## src/rtl/note_recorder.sv

```systemverilog
// Note sequence recorder: captures one-hot key presses into the packed level_data/level_length format.
// Optional debounce filtering is compiled in with `define NOTE_RECORDER_DEBOUNCE_EN.
module note_recorder #(
    parameter int MAX_NOTES       = 4,
    parameter int DEBOUNCE_CYCLES = 4
) (
    input  logic                   clk,
    input  logic                   reset,
    input  logic                   start,
    input  logic                   finish,
    input  logic [3:0]             note_inputs,
    output logic [4*MAX_NOTES-1:0] level_data,
    output logic [3:0]             level_length,
    output logic                   busy,
    output logic                   level_valid,
    output logic                   note_accepted,
    output logic                   chord_error
);

    localparam logic [2:0] S_IDLE         = 3'd0;
    localparam logic [2:0] S_ARMED        = 3'd1;
    localparam logic [2:0] S_WAIT_PRESS   = 3'd2;
`ifdef NOTE_RECORDER_DEBOUNCE_EN
    localparam logic [2:0] S_DEBOUNCE     = 3'd3;
`endif
    localparam logic [2:0] S_WAIT_RELEASE = 3'd4;
    localparam logic [2:0] S_DONE         = 3'd5;

    localparam logic [3:0] MAX_LEN = 4'(MAX_NOTES);

    logic [3:0]             sync1_q, sync_q;
    logic [2:0]             state_q, state_d;
    logic [4*MAX_NOTES-1:0] data_q, data_d;
    logic [3:0]             len_q, len_d;
    logic                   valid_q, valid_d;
    logic                   acc_q, acc_d;
    logic                   chord_q, chord_d;
    logic                   busy_q, busy_d;
    logic                   accept;
    logic [3:0]             accept_val;
    int                     slot_lo;

`ifdef NOTE_RECORDER_DEBOUNCE_EN
    localparam int             CW   = $clog2(DEBOUNCE_CYCLES + 2);
    localparam logic [CW-1:0]  DC_L = CW'(DEBOUNCE_CYCLES);
    logic [3:0]    cand_q, cand_d;
    logic [CW-1:0] cnt_q, cnt_d, cnt_inc;
    assign cnt_inc = cnt_q + CW'(1);
`else
    localparam int unused_debounce_cycles = DEBOUNCE_CYCLES;
`endif

    always_comb begin
        state_d    = state_q;
        data_d     = data_q;
        len_d      = len_q;
        acc_d      = 1'b0;
        chord_d    = chord_q;
        accept     = 1'b0;
        accept_val = sync_q;
        slot_lo    = 4 * (MAX_NOTES - 1 - int'(len_q));
`ifdef NOTE_RECORDER_DEBOUNCE_EN
        cand_d     = cand_q;
        cnt_d      = cnt_q;
`endif
        // start overrides everything, in every state
        if (start) begin
            state_d = S_ARMED;
            data_d  = '0;
            len_d   = 4'd0;
            chord_d = 1'b0;
`ifdef NOTE_RECORDER_DEBOUNCE_EN
            cand_d  = 4'd0;
            cnt_d   = '0;
`endif
        end else begin
            case (state_q)
                S_ARMED: begin
                    if (sync_q == 4'd0) state_d = S_WAIT_PRESS;
                end
                S_WAIT_PRESS: begin
                    if (finish) begin
                        state_d = S_DONE;
                    end else if (sync_q != 4'd0) begin
`ifdef NOTE_RECORDER_DEBOUNCE_EN
                        cand_d  = sync_q;
                        cnt_d   = CW'(1);
                        state_d = S_DEBOUNCE;
`else
                        accept  = 1'b1;
                        state_d = S_WAIT_RELEASE;
`endif
                    end
                end
`ifdef NOTE_RECORDER_DEBOUNCE_EN
                S_DEBOUNCE: begin
                    if (finish) begin
                        state_d = S_DONE;
                        cand_d  = 4'd0;
                        cnt_d   = '0;
                    end else if (sync_q == 4'd0) begin
                        state_d = S_WAIT_PRESS;
                        cand_d  = 4'd0;
                        cnt_d   = '0;
                    end else if (sync_q != cand_q) begin
                        cand_d = sync_q;
                        cnt_d  = CW'(1);
                    end else begin
                        cnt_d = cnt_inc;
                        if (cnt_inc >= DC_L) begin
                            accept     = 1'b1;
                            accept_val = cand_q;
                            state_d    = S_WAIT_RELEASE;
                        end
                    end
                end
`endif
                S_WAIT_RELEASE: begin
                    if (finish) begin
                        state_d = S_DONE;
                    end else if (sync_q == 4'd0) begin
                        state_d = (len_q == MAX_LEN) ? S_DONE : S_WAIT_PRESS;
                    end
                end
                default: ;
            endcase
        end

        if (accept) begin
            if ($onehot(accept_val)) begin
                if (len_q < MAX_LEN) begin
                    data_d[slot_lo +: 4] = accept_val;
                    len_d                = len_q + 4'd1;
                    acc_d                = 1'b1;
                end
            end else begin
                chord_d = 1'b1;
            end
        end

        busy_d  = (state_d != S_IDLE) && (state_d != S_DONE);
        valid_d = (state_d == S_DONE) && (len_d != 4'd0);
    end

    always_ff @(posedge clk or posedge reset) begin
        if (reset) begin
            sync1_q <= 4'd0;
            sync_q  <= 4'd0;
            state_q <= S_IDLE;
            data_q  <= '0;
            len_q   <= 4'd0;
            valid_q <= 1'b0;
            acc_q   <= 1'b0;
            chord_q <= 1'b0;
            busy_q  <= 1'b0;
`ifdef NOTE_RECORDER_DEBOUNCE_EN
            cand_q  <= 4'd0;
            cnt_q   <= '0;
`endif
        end else begin
            sync1_q <= note_inputs;
            sync_q  <= sync1_q;
            state_q <= state_d;
            data_q  <= data_d;
            len_q   <= len_d;
            valid_q <= valid_d;
            acc_q   <= acc_d;
            chord_q <= chord_d;
            busy_q  <= busy_d;
`ifdef NOTE_RECORDER_DEBOUNCE_EN
            cand_q  <= cand_d;
            cnt_q   <= cnt_d;
`endif
        end
    end

    assign level_data    = data_q;
    assign level_length  = len_q;
    assign busy          = busy_q;
    assign level_valid   = valid_q;
    assign note_accepted = acc_q;
    assign chord_error   = chord_q;

endmodule

```

## config.mk

```make
export PLATFORM = sky130hd
export DESIGN_NAME = note_recorder
export DESIGN_NICKNAME = d
export VERILOG_FILES = /design/src/rtl/note_recorder.sv
export SDC_FILE = /design/constraint.sdc
export NUM_CORES = 1
export LEC_CHECK = 0
export BUFFER_PORTS_ARGS = -buffer_cell sky130_fd_sc_hd__buf_2
export CAP_MARGIN = 0
export CORE_ASPECT_RATIO = 2
export CORE_MARGIN = 2
export CORE_UTILIZATION = 50
export CTS_BUF_LIST = sky130_fd_sc_hd__clkbuf_2
export CTS_CLUSTER_DIAMETER = 200
export DETAILED_ROUTE_END_ITERATION = 7
export PLACE_DENSITY = 0.7
export SYNTH_ARGS = -nofsm -noshare
export SYNTH_HDL_FRONTEND = slang
export SYNTH_SLANG_ARGS = --single-unit
```

## constraint.sdc

```tcl
create_clock -name clk -period 8.3 [get_ports clk]
set_clock_uncertainty 0.2 [all_clocks]
set_input_delay 0 -clock clk [delete_from_list [all_inputs] [get_ports clk]]
set_output_delay 0 -clock clk [all_outputs]
set_load 0.03 [all_outputs]
```

==> insert_results.sql <==
INSERT INTO impl_metrics (metric_group, metric, value, unit) VALUES
('sta', 'whs', '0.0138', 'ns'),
('floorplan', 'die_area', '0.00455', 'sq mm'),
('sta', 'finalSetupViolations', '0', ''),
('drt', 'dr.pass1.iters', '4', ''),
('drt', 'drt.antenna.violating_nets', '0', ''),
('placement', 'place_worst_setup_slack', '4.77', 'ns'),
('setup_path', 'reg2reg_from', 'accept_val[0]', ''),
('clock_network', 'cts.path.max_buffers', '2', ''),
('yosys', 'ys_top_cells_by_area', 'dfrtp_1, ha_1, mux2i_1', ''),
('floorplan', 'ios', '32', ''),
('clock_network', 'post_cts_hold_buffer_count', '8', ''),
('worst_hold_path', 'hold_class', 'input pin to register', ''),
('clock_network', 'tritoncts', 'built', ''),
('drt', 'drc_errors', '0', ''),
('clock_network', 'cts.reportedPaths.clkPinSlew', '0.18', 'ns'),
('sta', 'final_period_minus_worst_setup_slack', '3.60', 'ns'),
('clock_network', 'post-cts-setup-buffer-count', '0', ''),
('yosys', 'synthDominantAreaCellType', 'dfrtp_1', ''),
('sta', 'finalSetupTns', '0', 'ns'),
('placement', 'number_of_placed_instances_with_taps_included', '267', ''),
('pwr', 'pwr_dens', '137', 'mW/mm^2'),
('placement', 'hpwlAfterDp', '3.20', 'mm'),
('placement', 'placement.io_buffers', '31', ''),
('yosys', 'mapped_avg_cell_area', '10.3', 'sq um'),
('floorplan', 'rows', '32', ''),
('sta', 'layout_setup_ws', '4.70', 'ns'),
('clock_network', 'numClockSinks', '35', ''),
('clock_network', 'clock_latency', '0.42', 'ns'),
('setup_path', 'crit_path_end_kind', 'register', ''),
('global_route', 'grt_overflow_total', '0', ''),
('setup_path', 'start_kind', 'register', ''),
('clock_network', 'clock_tree.htree_level_count', '2', ''),
('setup_path', 'ff2ff_setup_slack', '4.70', 'ns'),
('finish', 'mostFrequentLayoutCell', 'dfrtp_1', ''),
('clock_network', 'tritoncts.num_buffers', '5', ''),
('drt', 'via_per_inst', '5.42', ''),
('setup_path', 'timing.reg2reg.worst_path_depth', '9', ''),
('pwr', 'power', '0.320', 'mW'),
('yosys', 'yosysSeqAreaShare', '43.8', '%'),
('global_route', 'grt_start_max_net_pins', '36', ''),
('finish', 'final_std_cells_w_o_fill', '283', ''),
('worst_hold_path', 'min-delay-start', 'note_inputs[2]', ''),
('finish', 'area.growth.synth_to_final', '16.3', '%'),
('yosys', 'synthesis.instances', '194', ''),
('sta', 'finalCritPeriodShare', '43.4', '%'),
('floorplan', 'die_w', '48.7', 'microns'),
('global_route', 'groute.layer.met1.usage', '21.3', '%'),
('drt', 'detail_route.wirelength', '4.36', 'mm'),
('outcome', 'run_status', 'completed', ''),
('sta', 'final-hold-violation-count', '0', ''),
('drt', 'wire_per_inst', '15.4', 'microns'),
('finish', 'drive_gt1_share', '20.7', '%'),
('global_route', 'globalRoute.busiestLayer', 'met2', ''),
('yosys', 'mappedNetlistArea', '0.00200', 'sq mm'),
('sta', 'timing_worst_slew_pin_value', '0.824', 'ns'),
('setup_path', 'r2r-end', 'level_data[9]', ''),
('run', 'drv_cap', '0', ''),
('setup_path', 'critical_path_arrival', '3.74', 'ns'),
('clock_network', 'post_cts_resize_count', '0', ''),
('yosys', 'synth_warnings', '0', ''),
('pwr', 'vdd_ir_drop_max', '163', 'uV'),
('worst_hold_path', 'hold-path-endpoint', 'sync1_q[2]', ''),
('sta', 'max_slew_margin', '44.3', '%'),
('drt', 'dr.first_iter.drc_count', '22', ''),
('global_route', 'global_route.usage.met3', '3.99', '%'),
('finish', 'design.final.nets', '252', ''),
('finish', 'commonest_non_fill_non_tap_cells_in_the_layout', 'dfrtp_1, buf_2, nand2b_1', ''),
('global_route', 'initial_antenna_violation_count', '0', ''),
('finish', 'antenna-diode-count', '0', ''),
('sta', 'timing.final.max_slew_violations', '0', ''),
('sta', 'max_clock_freq', '278', 'MHz');
[synthesized netlist by cell type (all sizes together)]
cell type  number
a2111oi         1
o32ai           1
dfrtp          35
nor2           10
a31oi           3
ha             12
or4b            2
nand3          11
nor4bb          3
or3b            1
or4             1
nand4bb         1
nand2           8
o21ai           5
mux2i          13
inv            15
clkbuf          6
nand4           7
nor4b           2
xnor2           5
buf             4
and4            1
nand2b         17
nor3            4
fa              1
o21a            1
nor4            4
nor2b           1
a211o           1
and2            1
nor3b           1
nand4b          1
a21oi          14
or4bb           1
[through the flow]
| step | utilization (%) | cell area, sq um |
|---|---|---|
| floorplan | - | 2000 |
| finish | 60.5 | 2330 |
| CTS | 60.5 | 2330 |
| global route | 60.5 | 2330 |
| detailed placement | 56.7 | 2180 |
| global placement | 56.7 | 2180 |
[power by group]
group	switching (mW)	internal (mW)
sequential	0.00348	0.174
clock	0.0626	0.0509
combinational	0.0171	0.0119
[registers in the layout (all words and copies together) (netlist names)]
register and flops:
level_data 16, busy 1, note_accepted 1, state_q 3
sync1_q 4, chord_error 1, accept_val 4, level_length 4
level_valid 1
[cells by family (layout without fill, tap and decap cells)]
logic type | Yosys count | in the layout | synth area share, %
buf+inv | 25 | 63 | 5.25
flops | 35 | 35 | 43.8
compound gates | 26 | 26 | 7.69
fa+ha+maj | 13 | 13 | 8.51
mux | 13 | 13 | 6.50
simple gates | 77 | 77 | 26.1
xor+xnor | 5 | 5 | 2.19
[worst max path at each step]
stage / end / slack (ns) / from / depth (start not counted)
2_1_floorplan: level_data[0] / 5.26 / level_length[2] / 9
3_3_place_gp: level_data[11] / 4.82 / accept_val[0] / 9
3_5_place_dp: level_data[9] / 4.77 / accept_val[0] / 9
4_1_cts: level_data[9] / 4.72 / accept_val[0] / 9
5_1_grt: level_data[9] / 4.47 / accept_val[0] / 9
6_report: level_data[9] / 4.70 / accept_val[0] / 9
[area by class of cell]
class / instances / area [sq um]
fillers: 376 / 1520
multi-input cells: 134 / 1020
flip-flops and latches: 35 / 876
repair buffers: 40 / 243
well taps: 51 / 63.8
inverters: 15 / 56.3
clock inverters: 3 / 43.8
clock buffers: 5 / 25.0
[critical path, stage by stage, from the launching register on]
cell and delay [ns]:
dfrtp_1 0.45, inv_1 0.11, fa_1 0.54, inv_1 0.04, ha_1 0.17, ha_1 0.30
nor4bb_1 0.61, nand4_1 0.44, nor4_4 0.42, mux2i_1 0.24
[routing by layer]
layer | vias to the layer above | share of wire (%)
met2 | 33 | 58
li1 | 757 | -
met5 | - | 0
met1 | 734 | 36
met3 | 9 | 3.5
met4 | 0 | 2.5
Power figures use the tool's default switching activity.
